<file path="src/rtl/route_arbiter_if.sv">
// Bundle of the route_arbiter input/output stream handshakes.
// master drives requests and link readiness; slave is the arbiter itself.
interface route_arbiter_if #(
    parameter int unsigned n_stream     = 5,
    parameter int unsigned stream_width = 132
);
    logic [n_stream*n_stream-1:0]     via_req;
    logic [n_stream-1:0]              in_valid;
    logic [n_stream-1:0]              in_ready;
    logic [n_stream*stream_width-1:0] in_stream;
    logic [n_stream-1:0]              out_valid;
    logic [n_stream-1:0]              out_ready;
    logic [n_stream*stream_width-1:0] out_stream;
    logic                             route_err;

    modport master (
        output via_req, in_valid, in_stream, out_ready,
        input  in_ready, out_valid, out_stream, route_err
    );

    modport slave (
        input  via_req, in_valid, in_stream, out_ready,
        output in_ready, out_valid, out_stream, route_err
    );
endinterface

</file>
<file path="src/rtl/route_arbiter.sv">
// Per-output round-robin arbiter feeding a one-deep registered slot per output port.
// Inputs with a non-one-hot via column are never granted and latch route_err until reset.
module route_arbiter #(
    parameter int unsigned n_stream     = 5,
    parameter int unsigned stream_width = 132
) (
    input logic            clk,
    input logic            rst_n,
    route_arbiter_if.slave bus
);
    localparam int unsigned ptr_w = (n_stream > 1) ? $clog2(n_stream) : 1;

    logic [n_stream-1:0]     col     [n_stream];
    logic [n_stream-1:0]     col_ok;
    logic [n_stream-1:0]     req     [n_stream];
    logic [stream_width-1:0] in_word [n_stream];
    logic [n_stream-1:0]     avail;
    logic [n_stream-1:0]     gnt_any;
    logic [ptr_w-1:0]        gnt_idx [n_stream];
    logic [ptr_w-1:0]        ptr_d   [n_stream];
    logic [ptr_w-1:0]        ptr_q   [n_stream];
    logic [n_stream-1:0]     valid_q;
    logic [stream_width-1:0] data_q  [n_stream];
    logic                    err_q;

    // col[i] is input i's via column; req[o] is the request vector seen by output o.
    always_comb begin
        for (int i = 0; i < n_stream; i++) begin
            col[i] = '0;
            for (int o = 0; o < n_stream; o++) begin
                col[i][o] = bus.via_req[o*n_stream+i];
            end
            col_ok[i]  = $onehot(col[i]);
            in_word[i] = bus.in_stream[i*stream_width +: stream_width];
        end
        for (int o = 0; o < n_stream; o++) begin
            req[o] = '0;
            for (int i = 0; i < n_stream; i++) begin
                req[o][i] = bus.in_valid[i] & col[i][o] & col_ok[i];
            end
        end
        avail = ~valid_q | bus.out_ready;
    end

    always_comb begin : arb
        logic [2*n_stream-1:0] dbl;
        logic [ptr_w:0]        pos;
        for (int o = 0; o < n_stream; o++) begin
            // Rotate so the pointer position sits at bit 0; lowest set bit wins.
            dbl         = {req[o], req[o]} >> ptr_q[o];
            pos         = '0;
            gnt_any[o]  = 1'b0;
            for (int k = n_stream - 1; k >= 0; k--) begin
                if (dbl[k]) begin
                    gnt_any[o] = 1'b1;
                    pos        = {1'b0, ptr_q[o]} + (ptr_w+1)'(k);
                end
            end
            if (pos >= (ptr_w+1)'(n_stream)) begin
                pos = pos - (ptr_w+1)'(n_stream);
            end
            gnt_idx[o] = pos[ptr_w-1:0];
            gnt_any[o] = gnt_any[o] & avail[o] & rst_n;
            ptr_d[o]   = ptr_q[o];
            if (gnt_any[o]) begin
                ptr_d[o] = (gnt_idx[o] == ptr_w'(n_stream - 1)) ? '0 : gnt_idx[o] + 1'b1;
            end
        end
    end

    always_comb begin
        bus.in_ready = '0;
        for (int o = 0; o < n_stream; o++) begin
            for (int i = 0; i < n_stream; i++) begin
                if (gnt_any[o] && gnt_idx[o] == ptr_w'(i)) begin
                    bus.in_ready[i] = 1'b1;
                end
            end
        end
    end

    always_ff @(posedge clk or negedge rst_n) begin
        if (!rst_n) begin
            valid_q <= '0;
            err_q   <= 1'b0;
            for (int o = 0; o < n_stream; o++) begin
                data_q[o] <= '0;
                ptr_q[o]  <= '0;
            end
        end else begin
            for (int o = 0; o < n_stream; o++) begin
                ptr_q[o] <= ptr_d[o];
                if (gnt_any[o]) begin
                    valid_q[o] <= 1'b1;
                    data_q[o]  <= in_word[gnt_idx[o]];
                end else if (bus.out_ready[o]) begin
                    valid_q[o] <= 1'b0;
                end
            end
            err_q <= err_q | (|(bus.in_valid & ~col_ok));
        end
    end

    always_comb begin
        bus.out_valid  = valid_q;
        bus.route_err  = err_q;
        bus.out_stream = '0;
        for (int o = 0; o < n_stream; o++) begin
            bus.out_stream[o*stream_width +: stream_width] = data_q[o];
        end
    end
endmodule

</file>
<file path="src/flat_wrapper.sv">
// flat-port wrapper written by rule: the top's interface ports become plain ports
module route_arbiter_flat 
#(
    parameter int unsigned n_stream     = 5,
    parameter int unsigned stream_width = 132
)
  (clk, rst_n, bus_via_req, bus_in_valid, bus_in_stream, bus_out_ready, bus_in_ready, bus_out_valid, bus_out_stream, bus_route_err);
  route_arbiter_if #(.n_stream(n_stream), .stream_width(stream_width)) bus_i ();
  input logic clk;
  input logic rst_n;
  input wire logic [$bits(bus_i.via_req)-1:0] bus_via_req;
  input wire logic [$bits(bus_i.in_valid)-1:0] bus_in_valid;
  input wire logic [$bits(bus_i.in_stream)-1:0] bus_in_stream;
  input wire logic [$bits(bus_i.out_ready)-1:0] bus_out_ready;
  output wire logic [$bits(bus_i.in_ready)-1:0] bus_in_ready;
  output wire logic [$bits(bus_i.out_valid)-1:0] bus_out_valid;
  output wire logic [$bits(bus_i.out_stream)-1:0] bus_out_stream;
  output wire logic [$bits(bus_i.route_err)-1:0] bus_route_err;
  assign bus_i.via_req = bus_via_req;
  assign bus_i.in_valid = bus_in_valid;
  assign bus_i.in_stream = bus_in_stream;
  assign bus_i.out_ready = bus_out_ready;
  assign bus_in_ready = bus_i.in_ready;
  assign bus_out_valid = bus_i.out_valid;
  assign bus_out_stream = bus_i.out_stream;
  assign bus_route_err = bus_i.route_err;
  route_arbiter #(.n_stream(n_stream), .stream_width(stream_width)) u_core (.clk(clk), .rst_n(rst_n), .bus(bus_i));
endmodule
</file>
<file path="config.mk">
export PLATFORM = sky130hd
export DESIGN_NAME = route_arbiter_flat
export DESIGN_NICKNAME = d
export VERILOG_FILES = /design/src/rtl/route_arbiter_if.sv /design/src/rtl/route_arbiter.sv /design/src/flat_wrapper.sv
export SDC_FILE = /design/constraint.sdc
export NUM_CORES = 2
export LEC_CHECK = 0
export ABC_AREA = 1
export BUFFER_PORTS_ARGS = -buffer_cell sky130_fd_sc_hd__buf_4
export CAP_MARGIN = 10
export CORE_AREA = 2 2 536 538
export CTS_CLUSTER_DIAMETER = 60
export DETAILED_ROUTE_END_ITERATION = 8
export DIE_AREA = 0 0 538 540
export GPL_TIMING_DRIVEN = 0
export PLACE_DENSITY = 0.4
export SETUP_SLACK_MARGIN = 0.15
export SLEW_MARGIN = 10
export SYNTH_ARGS = -nofsm -noshare
export SYNTH_HDL_FRONTEND = slang
export SYNTH_SLANG_ARGS = --single-unit
</file>
<file path="constraint.sdc">
create_clock -name clk -period 5.54 [get_ports clk]
set_clock_uncertainty 0.15 [all_clocks]
set_input_delay 0.277 -clock clk [delete_from_list [all_inputs] [get_ports clk]]
set_output_delay 0.277 -clock clk [all_outputs]
set_load 0.02 [all_outputs]
</file>
==> metrics.yaml <==
io_buffers: 1367
synth_most_common_cell: "nand2_1"
arrival_ps: 4850
hpwl_um: 421500
drtAntennaViolNets: 0
cp_slowest_cell: "clkdlybuf4s15_2"
antenna_found_initial: 206
fin_crit_ps: 5278
crit_chain: "buf_4, ha_1, fa_1, inv_1, fa_1, nand2_2, nor2_4, buf_12, nand3_2, nand3_2, nand2_1, inv_1, nand2_2, nand2_4, nor3_1, nand3_1, nand3_2, clkinv_4, buf_4, clkdlybuf4s15_2, a21oi_4, nand3_4, buf_6"
cts_max_path_buffers: 4
top_usage_layer: "met2"
cts_made_buffers: 118
cp_top_family: "buffers and inverters"
syn_area_per_cell_um2: 5.360
yosysWarnings: 0
drv_cap: 0
core_area_um2: 284500
synthArstFlopShare: 1.000
grt_max_degree: 93
cp.required_ps: 5110
vias: 94256
fmax_mhz: 189.5
min_path_type: "primary input to flip-flop"
overflow: 0
fin_crit_sh: 0.9527
grt_pass1_wl_um: 725600
slew_headroom: 0.1824
cp.depth: 23
place_area_um2: 81850
synth_nets: 13175
cts_tree: "done"
insertion_delay_ps: 920
timing_hold_violations_final: 0
grtUsageMet1: 0.4336
wire_per_inst_um: 28.10
drive_gt1_frac: 0.1702
path_max_fanout: 10
yosysTopAreaCell: "nand2_1"
grt_pass1_vias: 88808
gr-usage-met2: 0.5558
die_w_um: 538
initialDrtViolationCount: 9514
synthTopCellsByArea: "nand2_1, dfrtp_1, nand3_1"
clkTransAtPathRegs_ps: 60
worst_setup_path_end_kind: "output port"
start_util: 0.2340
dieArea_um2: 290500
drc: 0
grt_use_met3: 0.08166
r2r_end: "u_core.bus.out_stream[631]$_DFFE_PN0P_"
ys_top_cells_by_count: "nand2_1, nand3_1, inv_1"
holdWs_ps: 73.60
cts_num_sinks: 681
setup_violations: 0
endpoint: "bus_in_ready[3]"
ys_seq_area_frac: 0.2560
postRouteWirelength_um: 536600
gr-usage-all-layers: 0.3559
ios: 1368
maxSlewViolCount: 0
place_ws_ps: -1893
worst_slack_ps: 262.0
crit_buf_inv: 8
regToRegSetupSlack_ps: 350
ys.flop_type: "dfrtp_1"
timing.rr.start: "u_core.ptr_q[1]$_DFFE_PN0P_"
r2r_cells: 26
cp-startpoint: "bus_via_req[12]"
synthCells: 12419
worstMarginPinSlew_ps: 1226
htree_num_levels: 3
synthToLayoutAreaGrowth_pct: 50.01
crit_top_cell: "nand3_2"
stdcell_area_um2: 99860
fin_nets: 15848
dr.pass1.iters: 9
root_buffer: "clkbuf_16"
cp_slowest_stage_delay_ps: 500
gp_congestion: 0.9554
ys_types: 42
start_kind: "primary input"
synth_top_cell_area_share: 0.3729
synth-edff-count: 0
syn_area_um2: 66570
critPathKind: "primary input to output port"
num_rows: 196
die_y_um: 540
via_per_inst: 4.936
outcome: "finished clean"
synth_seq_cells: 681
rsz0062_at_grt: "false"
-- worst min-delay path: cells and delay by family --
family / cells / cell delay (ps)
compound gates: 2 / 150
buf+inv: 1 / 120
simple gates: 6 / 550
-- layer usage --
layer / share of wire / vias up
met1: 0.39 / 44809
met5: 0.00096 / -
met4: 0.077 / 80
li1: - / 43637
met2: 0.44 / 4647
met3: 0.087 / 1083
-- state kept, by name (all words and copies together), names as in the netlist --
register and flops:
u_core.bus.out_valid 5, u_core.ptr_q 15, u_core.bus.out_stream 660, u_core.bus.route_err 1
-- layout by cell type, fill, tap and decap left out, types with 13 or more instances in the layout --
cell type | Yosys | final
a21oi_1 | 19 | 15
a21boi_0 | 45 | 45
inv_1 | 1199 | 1192
buf_2 | 451 | 401
buf_12 | 0 | 29
dlygate4sd3_1 | 0 | 1057
dfrtp_1 | 681 | 681
buf_4 | 89 | 1543
buf_8 | 0 | 13
nand2_1 | 6613 | 6549
buf_16 | 0 | 19
nor2_1 | 620 | 609
clkbuf_8 | 0 | 17
nor2_4 | 6 | 16
nand3_4 | 5 | 20
nand2_4 | 8 | 38
nand3_2 | 17 | 66
clkbuf_16 | 0 | 122
diode_2 | 0 | 151
ha_1 | 49 | 33
inv_2 | 38 | 32
nand4_1 | 278 | 278
buf_6 | 23 | 41
clkinvlp_4 | 0 | 14
nand3_1 | 1696 | 1632
clkbuf_4 | 0 | 19
o21ai_0 | 42 | 40
nand2_2 | 37 | 64
clkbuf_1 | 222 | 223
o21ai_1 | 128 | 125
buf_1 | 77 | 71
clkbuf_2 | 3 | 16
inv_6 | 0 | 14
-- metrics by stage --
stage | TNS, ps | util | instances
after global placement | -8551170 | 0.2866 | 17548
after CTS | 0 | 0.3444 | 18896
after detailed placement | -479360 | 0.2877 | 17559
final | 0 | 0.3510 | 19096
after floorplan | 0 | - | 12419
after global routing | 0 | 0.3502 | 18996
-- cell families after synthesis --
family / share of synthesized area
AO/OA/AOI/OAI: 0.02154
XOR/XNOR: 0.001447
adder cells (fa/ha/maj): 0.01222
buffers and inverters: 0.1352
flip-flops: 0.2560
AND/OR/NAND/NOR: 0.5736
-- worst min path at each step --
stage	from	to	slack [ps]	depth (start not counted)
2_1_floorplan	rst_n	u_core.bus.out_stream[0]$_DFFE_PN0P_	-170	0
4_1_cts	bus_in_valid[0]	u_core.bus.route_err$_DFF_PN0_	60	4
3_5_place_dp	rst_n	u_core.bus.out_stream[480]$_DFFE_PN0P_	210	2
5_1_grt	bus_in_valid[0]	u_core.bus.route_err$_DFF_PN0_	120	4
6_report	bus_via_req[20]	u_core.bus.out_valid[4]$_DFFE_PN0P_	70	9
3_3_place_gp	u_core.bus.out_stream[640]$_DFFE_PN0P_	u_core.bus.out_stream[640]$_DFFE_PN0P_	320	2
-- repair_timing --
| item | CTS | global route |
|---|---|---|
| hold buffers | 1061 | 0 |
| gates resized for setup | 221 | 291 |
| endpoints found under the setup margin | 288 | 467 |
| cloned | 1 | 1 |
| pin swaps | 44 | 76 |
| hold endpoints to repair | 1019 | 0 |
| setup buffers | 67 | 48 |
-- cell type report --
| type | count | area (µm²) |
|---|---|---|
| Tap cell | 3762 | 4707 |
| Clock buffer | 154 | 3301 |
| Antenna cell | 151 | 377.9 |
| Inverter | 1246 | 4781 |
| Clock inverter | 57 | 686.9 |
| Sequential cell | 681 | 17040 |
| Buffer | 862 | 4930 |
| Multi-Input combinational cell | 9627 | 41710 |
| Fill cell | 32550 | 184600 |
| Timing Repair Buffer | 2556 | 22330 |
Power is left out: the tool's default activity adds up to more than one toggle a clock period on the data nets, which glitch-free logic cannot reach.
